===== src/rtl/cpc_ram_pkg.sv =====
`default_nettype none
// ============================================================================
// Module   : cpc_ram_pkg
// Purpose  : Shared types, port-decode constants and block-to-page mapping
//            for the CPC RAM expansion controller.
// Revision : 1.0  initial release
// ============================================================================
package cpc_ram_pkg;

  // Config register encodings (D2:D0 of the OUT to &7Fxx)
  typedef enum logic [2:0] {
    CFG_NONE       = 3'd0,
    CFG_BLK3_P3    = 3'd1,
    CFG_ALL        = 3'd2,
    CFG_BLK3_P3_H1 = 3'd3,
    CFG_BLK1_P0    = 3'd4,
    CFG_BLK1_P1    = 3'd5,
    CFG_BLK1_P2    = 3'd6,
    CFG_BLK1_P3    = 3'd7
  } cfg_e;

  // Config port decode: A15 low, data byte tagged with D7:D6 = 11
  localparam logic       PORT_A15 = 1'b0;
  localparam logic [1:0] PORT_D76 = 2'b11;

  typedef struct packed {
    logic       hit;
    logic [1:0] page;
  } map_t;

  // Map the CPU 16K block (A15:A14) to a 16K page of the selected bank.
  function automatic map_t page_sel(input cfg_e cfg, input logic [1:0] blk);
    map_t m;
    m.hit  = 1'b0;
    m.page = 2'd0;
    case (cfg)
      CFG_NONE: ;
      CFG_BLK3_P3, CFG_BLK3_P3_H1: begin
        if (blk == 2'd3) begin
          m.hit  = 1'b1;
          m.page = 2'd3;
        end
      end
      CFG_ALL: begin
        m.hit  = 1'b1;
        m.page = blk;
      end
      default: begin
        // cfg 4..7 place page (cfg-4) in block 1; cfg-4 is simply cfg[1:0]
        if (blk == 2'd1) begin
          m.hit  = 1'b1;
          m.page = cfg[1:0];
        end
      end
    endcase
    return m;
  endfunction

endpackage
`default_nettype wire


===== src/rtl/cpc_ram_cfg_reg.sv =====
`default_nettype none
// ============================================================================
// Module   : cpc_ram_cfg_reg
// Purpose  : Edge-qualified detector for OUT to &7Fxx and the cfg/bank
//            register it loads.
// Revision : 1.0  initial release
// ============================================================================
module cpc_ram_cfg_reg
  import cpc_ram_pkg::*;
#(
  parameter int BANK_BITS = 3
) (
  input  logic                 clk,
  input  logic                 rst_n,
  input  logic                 iorq_b,
  input  logic                 wr_b,
  input  logic                 m1_b,
  input  logic [15:0]          a,
  input  logic [7:0]           d,
  output cfg_e                 cfg,
  output logic [BANK_BITS-1:0] bank
);

  logic                 io_wr;
  logic                 io_wr_q, io_wr_d;
  cfg_e                 cfg_q, cfg_d;
  logic [BANK_BITS-1:0] bank_q, bank_d;
  logic [BANK_BITS-1:0] bank_new;
  logic                 unused_bits;

  assign io_wr = !iorq_b && !wr_b && m1_b
                 && (a[15] == PORT_A15) && (d[7:6] == PORT_D76);

  // Low three bank bits come from the data byte, any extra ones from A5:A3
  generate
    if (BANK_BITS > 3) begin : g_bank_wide
      assign bank_new = {a[BANK_BITS-1:3], d[5:3]};
    end else begin : g_bank_narrow
      assign bank_new = d[5:3];
    end
  endgenerate

  assign unused_bits = ^{a[14:0], d};

  // Load once per I/O cycle: only on the first sample where the decode is true
  always_comb begin
    io_wr_d = io_wr;
    cfg_d   = cfg_q;
    bank_d  = bank_q;
    if (io_wr && !io_wr_q) begin
      cfg_d  = cfg_e'(d[2:0]);
      bank_d = bank_new;
    end
  end

  // Register state with synchronous active-low reset
  always_ff @(posedge clk) begin
    if (!rst_n) begin
      io_wr_q <= 1'b0;
      cfg_q   <= CFG_NONE;
      bank_q  <= '0;
    end else begin
      io_wr_q <= io_wr_d;
      cfg_q   <= cfg_d;
      bank_q  <= bank_d;
    end
  end

  assign cfg  = cfg_q;
  assign bank = bank_q;

endmodule
`default_nettype wire


===== src/rtl/cpc_ram_ctrl.sv =====
`default_nettype none
// ============================================================================
// Module   : cpc_ram_ctrl
// Purpose  : CPC RAM expansion controller: bank mapping, RAMDIS generation
//            and registered SRAM strobes.
// Revision : 1.0  initial release
// ============================================================================
module cpc_ram_ctrl
  import cpc_ram_pkg::*;
#(
  parameter int BANK_BITS    = 3,
  parameter bit EXCLUDE_BASE = 1'b0,
  parameter int HIADR_W      = BANK_BITS + 2
) (
  input  logic               CLK,
  input  logic               RESET_B,
  input  logic [15:0]        A,
  input  logic [7:0]         D,
  input  logic               MREQ_B,
  input  logic               IOREQ_B,
  input  logic               RD_B,
  input  logic               WR_B,
  input  logic               M1_B,
  input  logic               RAMRD_B,
  output logic [HIADR_W-1:0] HIADR,
  output logic               RAMCS_B,
  output logic               RAMOE_B,
  output logic               RAMWE_B,
  output logic               RAMDIS
);

  cfg_e                 cfg;
  logic [BANK_BITS-1:0] bank;
  map_t                 map;
  logic                 hit;
  logic                 rd_set, wr_set;
  logic                 oe_q, oe_d;
  logic                 we_q, we_d;

  cpc_ram_cfg_reg #(
    .BANK_BITS (BANK_BITS)
  ) u_cfg_reg (
    .clk    (CLK),
    .rst_n  (RESET_B),
    .iorq_b (IOREQ_B),
    .wr_b   (WR_B),
    .m1_b   (M1_B),
    .a      (A),
    .d      (D),
    .cfg    (cfg),
    .bank   (bank)
  );

  assign map    = page_sel(cfg, A[15:14]);
  assign hit    = map.hit && !(EXCLUDE_BASE && (bank == '0));
  assign HIADR  = hit ? {bank, map.page} : '0;

  assign rd_set = hit && !MREQ_B && !RD_B && !RAMRD_B;
  assign wr_set = hit && !MREQ_B && !WR_B;
  assign RAMDIS = rd_set || wr_set;

  // Next strobe state (active-low); a write forces OE off so OE/WE never overlap
  always_comb begin
    we_d = we_q;
    oe_d = oe_q;
    if (wr_set) begin
      we_d = 1'b0;
    end else if (WR_B || MREQ_B) begin
      we_d = 1'b1;
    end
    if (wr_set) begin
      oe_d = 1'b1;
    end else if (rd_set) begin
      oe_d = 1'b0;
    end else if (RD_B || MREQ_B) begin
      oe_d = 1'b1;
    end
  end

  // Strobe registers; reset parks the SRAM deselected
  always_ff @(posedge CLK) begin
    if (!RESET_B) begin
      oe_q <= 1'b1;
      we_q <= 1'b1;
    end else begin
      oe_q <= oe_d;
      we_q <= we_d;
    end
  end

  // Chip select follows whichever strobe is active, from the same registers
  assign RAMOE_B = oe_q;
  assign RAMWE_B = we_q;
  assign RAMCS_B = oe_q & we_q;

endmodule
`default_nettype wire

===== config.mk =====
export PLATFORM = sky130hd
export DESIGN_NAME = cpc_ram_ctrl
export DESIGN_NICKNAME = d
export VERILOG_FILES = /design/src/rtl/cpc_ram_pkg.sv /design/src/rtl/cpc_ram_cfg_reg.sv /design/src/rtl/cpc_ram_ctrl.sv
export SDC_FILE = /design/constraint.sdc
export NUM_CORES = 1
export LEC_CHECK = 0
export ABC_AREA = 0
export CAP_MARGIN = 10
export CORE_MARGIN = 8
export CORE_UTILIZATION = 28
export DETAILED_ROUTE_END_ITERATION = 7
export PLACE_DENSITY = 0.74
export RECOVER_POWER = 100
export SLEW_MARGIN = 20
export SYNTH_ARGS = -nofsm -noshare
export SYNTH_HDL_FRONTEND = slang
export SYNTH_SLANG_ARGS = --single-unit

===== constraint.sdc =====
create_clock -name CLK -period 1.45 [get_ports CLK]
set_clock_uncertainty 0.2 [all_clocks]
set_input_delay 0.2175 -clock CLK [delete_from_list [all_inputs] [get_ports CLK]]
set_output_delay 0.2175 -clock CLK [all_outputs]
set_load 0.05 [all_outputs]

==> flow_results.xml <==
<?xml version="1.0" encoding="UTF-8"?>
<metrics>
  <group name="run_status">
    <metric name="run_status" unit="">finished with violations</metric>
    <metric name="violations" unit="">negative setup slack</metric>
  </group>
  <group name="floorplan">
    <metric name="floorplan.die_area" unit="um^2">3450</metric>
    <metric name="fp-row-count" unit="">15</metric>
    <metric name="placeableCoreArea" unit="um^2">1730</metric>
    <metric name="fp.dieH" unit="um">58.7</metric>
    <metric name="start_util" unit="%">29.6</metric>
    <metric name="pin_count" unit="">41</metric>
    <metric name="die_width" unit="um">58.7</metric>
  </group>
  <group name="clock_tree">
    <metric name="cts_max_level" unit="">1</metric>
    <metric name="tritoncts.num_buffers" unit="">3</metric>
    <metric name="cts-hold-fix-buffers" unit="">0</metric>
    <metric name="tritoncts" unit="">done</metric>
    <metric name="clock-sinks" unit="">9</metric>
    <metric name="cts.path.max_buffers" unit="">2</metric>
    <metric name="root_buffer_cell" unit="">clkbuf_4</metric>
    <metric name="clkSlewWorstSetupHoldPaths" unit="ns">0.07</metric>
    <metric name="clk-insertion-delay-late" unit="ns">0.26</metric>
  </group>
  <group name="critical_path">
    <metric name="critPathRequiredTime" unit="ns">1.03</metric>
    <metric name="r2r_start" unit="">u_cfg_reg.cfg[2]</metric>
    <metric name="critical_path_class" unit="">flip-flop to primary output</metric>
    <metric name="start_kind" unit="">flip-flop</metric>
    <metric name="cp.arrival" unit="ns">1.51</metric>
    <metric name="timing.critical_path.fanout_max" unit="">3</metric>
    <metric name="reg2reg_slack" unit="ns">-0.18</metric>
    <metric name="worst_r2r_endpoint" unit="">RAMWE_B</metric>
    <metric name="critical_path.endpoint_type" unit="">primary output</metric>
    <metric name="r2r.worst_path.cells" unit="">4</metric>
  </group>
  <group name="drt">
    <metric name="drc" unit="">0</metric>
    <metric name="drtPass1Iterations" unit="">2</metric>
    <metric name="routed_wirelength" unit="um">1650</metric>
    <metric name="wl_per_cell" unit="um">13.1</metric>
    <metric name="drtIter0Drc" unit="">1</metric>
    <metric name="via_per_inst" unit="">4.60</metric>
    <metric name="postRouteAntennaNets" unit="">0</metric>
    <metric name="dr_total_vias" unit="">579</metric>
  </group>
  <group name="global_route">
    <metric name="grt_antenna_before_repair" unit="">0</metric>
    <metric name="globalRoute.totalOverflow" unit="">0</metric>
    <metric name="pin_count_of_the_biggest_net_entering_global_routing" unit="">14</metric>
    <metric name="grt_pass1_vias" unit="">670</metric>
    <metric name="grt_first_pass_wirelength" unit="um">2850</metric>
    <metric name="groute.usage.overall" unit="%">10.3</metric>
  </group>
  <group name="sta">
    <metric name="max_clock_freq" unit="GHz">0.519</metric>
    <metric name="unrepaired_setup_endpoints_after_global_routing" unit="">yes</metric>
    <metric name="least_margin_pin_slew" unit="ns">0.263</metric>
    <metric name="layout_worst_path_cycle_share" unit="%">133</metric>
    <metric name="final-setup-viol-count" unit="">8</metric>
    <metric name="final_critical_path_setup_slack" unit="ns">-0.476</metric>
    <metric name="final_max_slew_viol_count" unit="">0</metric>
    <metric name="maxSlewHeadroom" unit="%">82.0</metric>
    <metric name="totalNegativeSetupSlack" unit="ns">-2.53</metric>
    <metric name="timing.final.crit_period" unit="ns">1.93</metric>
    <metric name="hold_viol" unit="">0</metric>
  </group>
  <group name="power">
    <metric name="cellLeakagePower" unit="uW">0.000434</metric>
    <metric name="max-vdd-ir-drop" unit="mV">0.380</metric>
    <metric name="pwr_density_cell" unit="nW/um^2">510</metric>
    <metric name="finalPower" unit="uW">544</metric>
  </group>
  <group name="job">
    <metric name="max_cap_viol_count" unit="">0</metric>
  </group>
  <group name="synthesis">
    <metric name="yosysWarningCount" unit="">0</metric>
    <metric name="yosysSeqAreaShare" unit="%">35.3</metric>
    <metric name="yosysUniqueCellTypes" unit="">25</metric>
    <metric name="synth.cell_area" unit="um^2">510</metric>
    <metric name="synth.avg_cell_area" unit="um^2">8.80</metric>
    <metric name="synthesis.instances" unit="">58</metric>
    <metric name="synth.ff_latch_count" unit="">9</metric>
    <metric name="postSynthNetCount" unit="">90</metric>
  </group>
  <group name="placed_design">
    <metric name="gp_routability_congestion" unit="">0.722</metric>
    <metric name="placement.setup.worst_slack" unit="ns">-0.571</metric>
    <metric name="portBuffers" unit="">26</metric>
    <metric name="detailedPlacementHpwl" unit="um">1270</metric>
    <metric name="dpl.cell_count" unit="">119</metric>
  </group>
  <group name="hold_path">
    <metric name="min-delay-start" unit="">WR_B</metric>
    <metric name="worst_case_hold_path_end_point" unit="">RAMWE_B</metric>
    <metric name="hold_class" unit="">input port to flip-flop</metric>
    <metric name="worstHoldPathCells" unit="">3</metric>
  </group>
  <group name="final_layout">
    <metric name="area_delta_synth_final" unit="%">109</metric>
    <metric name="nNetsFinal" unit="">134</metric>
    <metric name="drive_above_1_share" unit="%">43.6</metric>
    <metric name="antenna_cells_inserted" unit="">0</metric>
    <metric name="layout.cells.non_filler" unit="">126</metric>
  </group>
</metrics>
-- Yosys cell counts --
master | number | area (um^2)
a211o_1 | 1 | 8.76
a31oi_1 | 1 | 6.26
and2_1 | 5 | 31.3
and3_4 | 1 | 11.3
and4_1 | 1 | 8.76
and4b_1 | 1 | 10.0
buf_4 | 1 | 7.51
buf_6 | 1 | 11.3
clkbuf_1 | 1 | 3.75
dfxtp_1 | 9 | 180
inv_1 | 1 | 3.75
mux2i_1 | 8 | 80.1
nand2_1 | 13 | 48.8
nand2b_1 | 2 | 12.5
nand3_1 | 1 | 5.00
nand3b_1 | 1 | 7.51
nand4b_1 | 2 | 17.5
nor2_1 | 1 | 3.75
nor3_1 | 1 | 5.00
nor4b_1 | 1 | 8.76
o21a_1 | 1 | 7.51
o21ai_0 | 1 | 5.00
o221ai_1 | 1 | 8.76
o22ai_1 | 1 | 6.26
or3b_4 | 1 | 11.3
-- worst max-delay path by stage --
stage	cells after the start	slack [ns]	to	from
after floorplan	4	-0.37	RAMDIS	u_cfg_reg.cfg[0]
after global placement	5	-0.52	u_cfg_reg.cfg[0]	A[15]
after detailed placement	5	-0.57	u_cfg_reg.bank[0]	A[15]
after CTS	4	-0.45	RAMDIS	u_cfg_reg.cfg[2]
after global routing	4	-0.50	RAMDIS	u_cfg_reg.cfg[0]
final	4	-0.48	RAMDIS	u_cfg_reg.cfg[2]
-- critical path, cell delays in order, from the launching register on --
cell	delay, ns
dfxtp_2	0.33
or3b_4	0.38
and3_4	0.20
nor3_4	0.17
buf_12	0.17
-- state kept, by name, summed over array words and instances (netlist names) --
register	count
u_cfg_reg.bank	3
RAMOE_B	1
u_cfg_reg.io_wr_q	1
RAMWE_B	1
u_cfg_reg.cfg	3
-- cell usage in the layout, fill, tap and decap left out, types with 2 or more instances in the layout --
cell	count
nand2_1	13
clkdlybuf4s50_1	13
buf_4	11
buf_12	9
mux2i_1	7
dfxtp_1	6
and2_4	4
clkbuf_4	3
dlygate4sd2_1	3
clkbuf_2	3
dfxtp_2	3
nand4b_1	2
-- area by class of cell --
| type | count | area [um^2] |
|---|---|---|
| clock buffers | 4 | 26.3 |
| multi-input cells | 45 | 362 |
| flip-flops and latches | 9 | 184 |
| well taps | 25 | 31.3 |
| fillers | 161 | 659 |
| repair buffers | 42 | 460 |
| inverters | 1 | 3.75 |
-- routing by layer --
layer	track usage, %	part of all wire [%]
met1	11.0	42
met2	18.4	51
met3	3.70	6.7
met4	3.07	0
met5	0	0
-- metrics by stage --
| step | hold slack [ns] | instance area [um^2] | util [%] |
|---|---|---|---|
| global route | 0.211 | 1070 | 61.8 |
| floorplan | 0.112 | 536 | - |
| CTS | 0.265 | 1080 | 62.4 |
| global placement | 0.242 | 1000 | 58.2 |
| detailed placement | 0.255 | 1000 | 58.2 |
| finish | 0.215 | 1070 | 61.8 |
-- power breakdown --
group          switching [uW]  total [uW]  internal, uW
Clock                    91.5         198           106
Sequential              0.796         249           249
Combinational            36.2        97.2          61.0
-- cell families (layout without fill, tap and decap cells) --
family	count (synthesis)	after routing	share of synthesized area, %
simple gates	31	31	35.5
flops	9	9	35.3
mux	8	8	15.7
compound gates	6	6	8.34
buf+inv	4	47	5.15
-- timing repair --
action	4_1_cts	5_1_grt
setup endpoints to repair	14	10
resized for setup	10	9
pin swaps	6	6
buffers inserted	3	1
No activity file was read; power rests on OpenSTA's default activity.
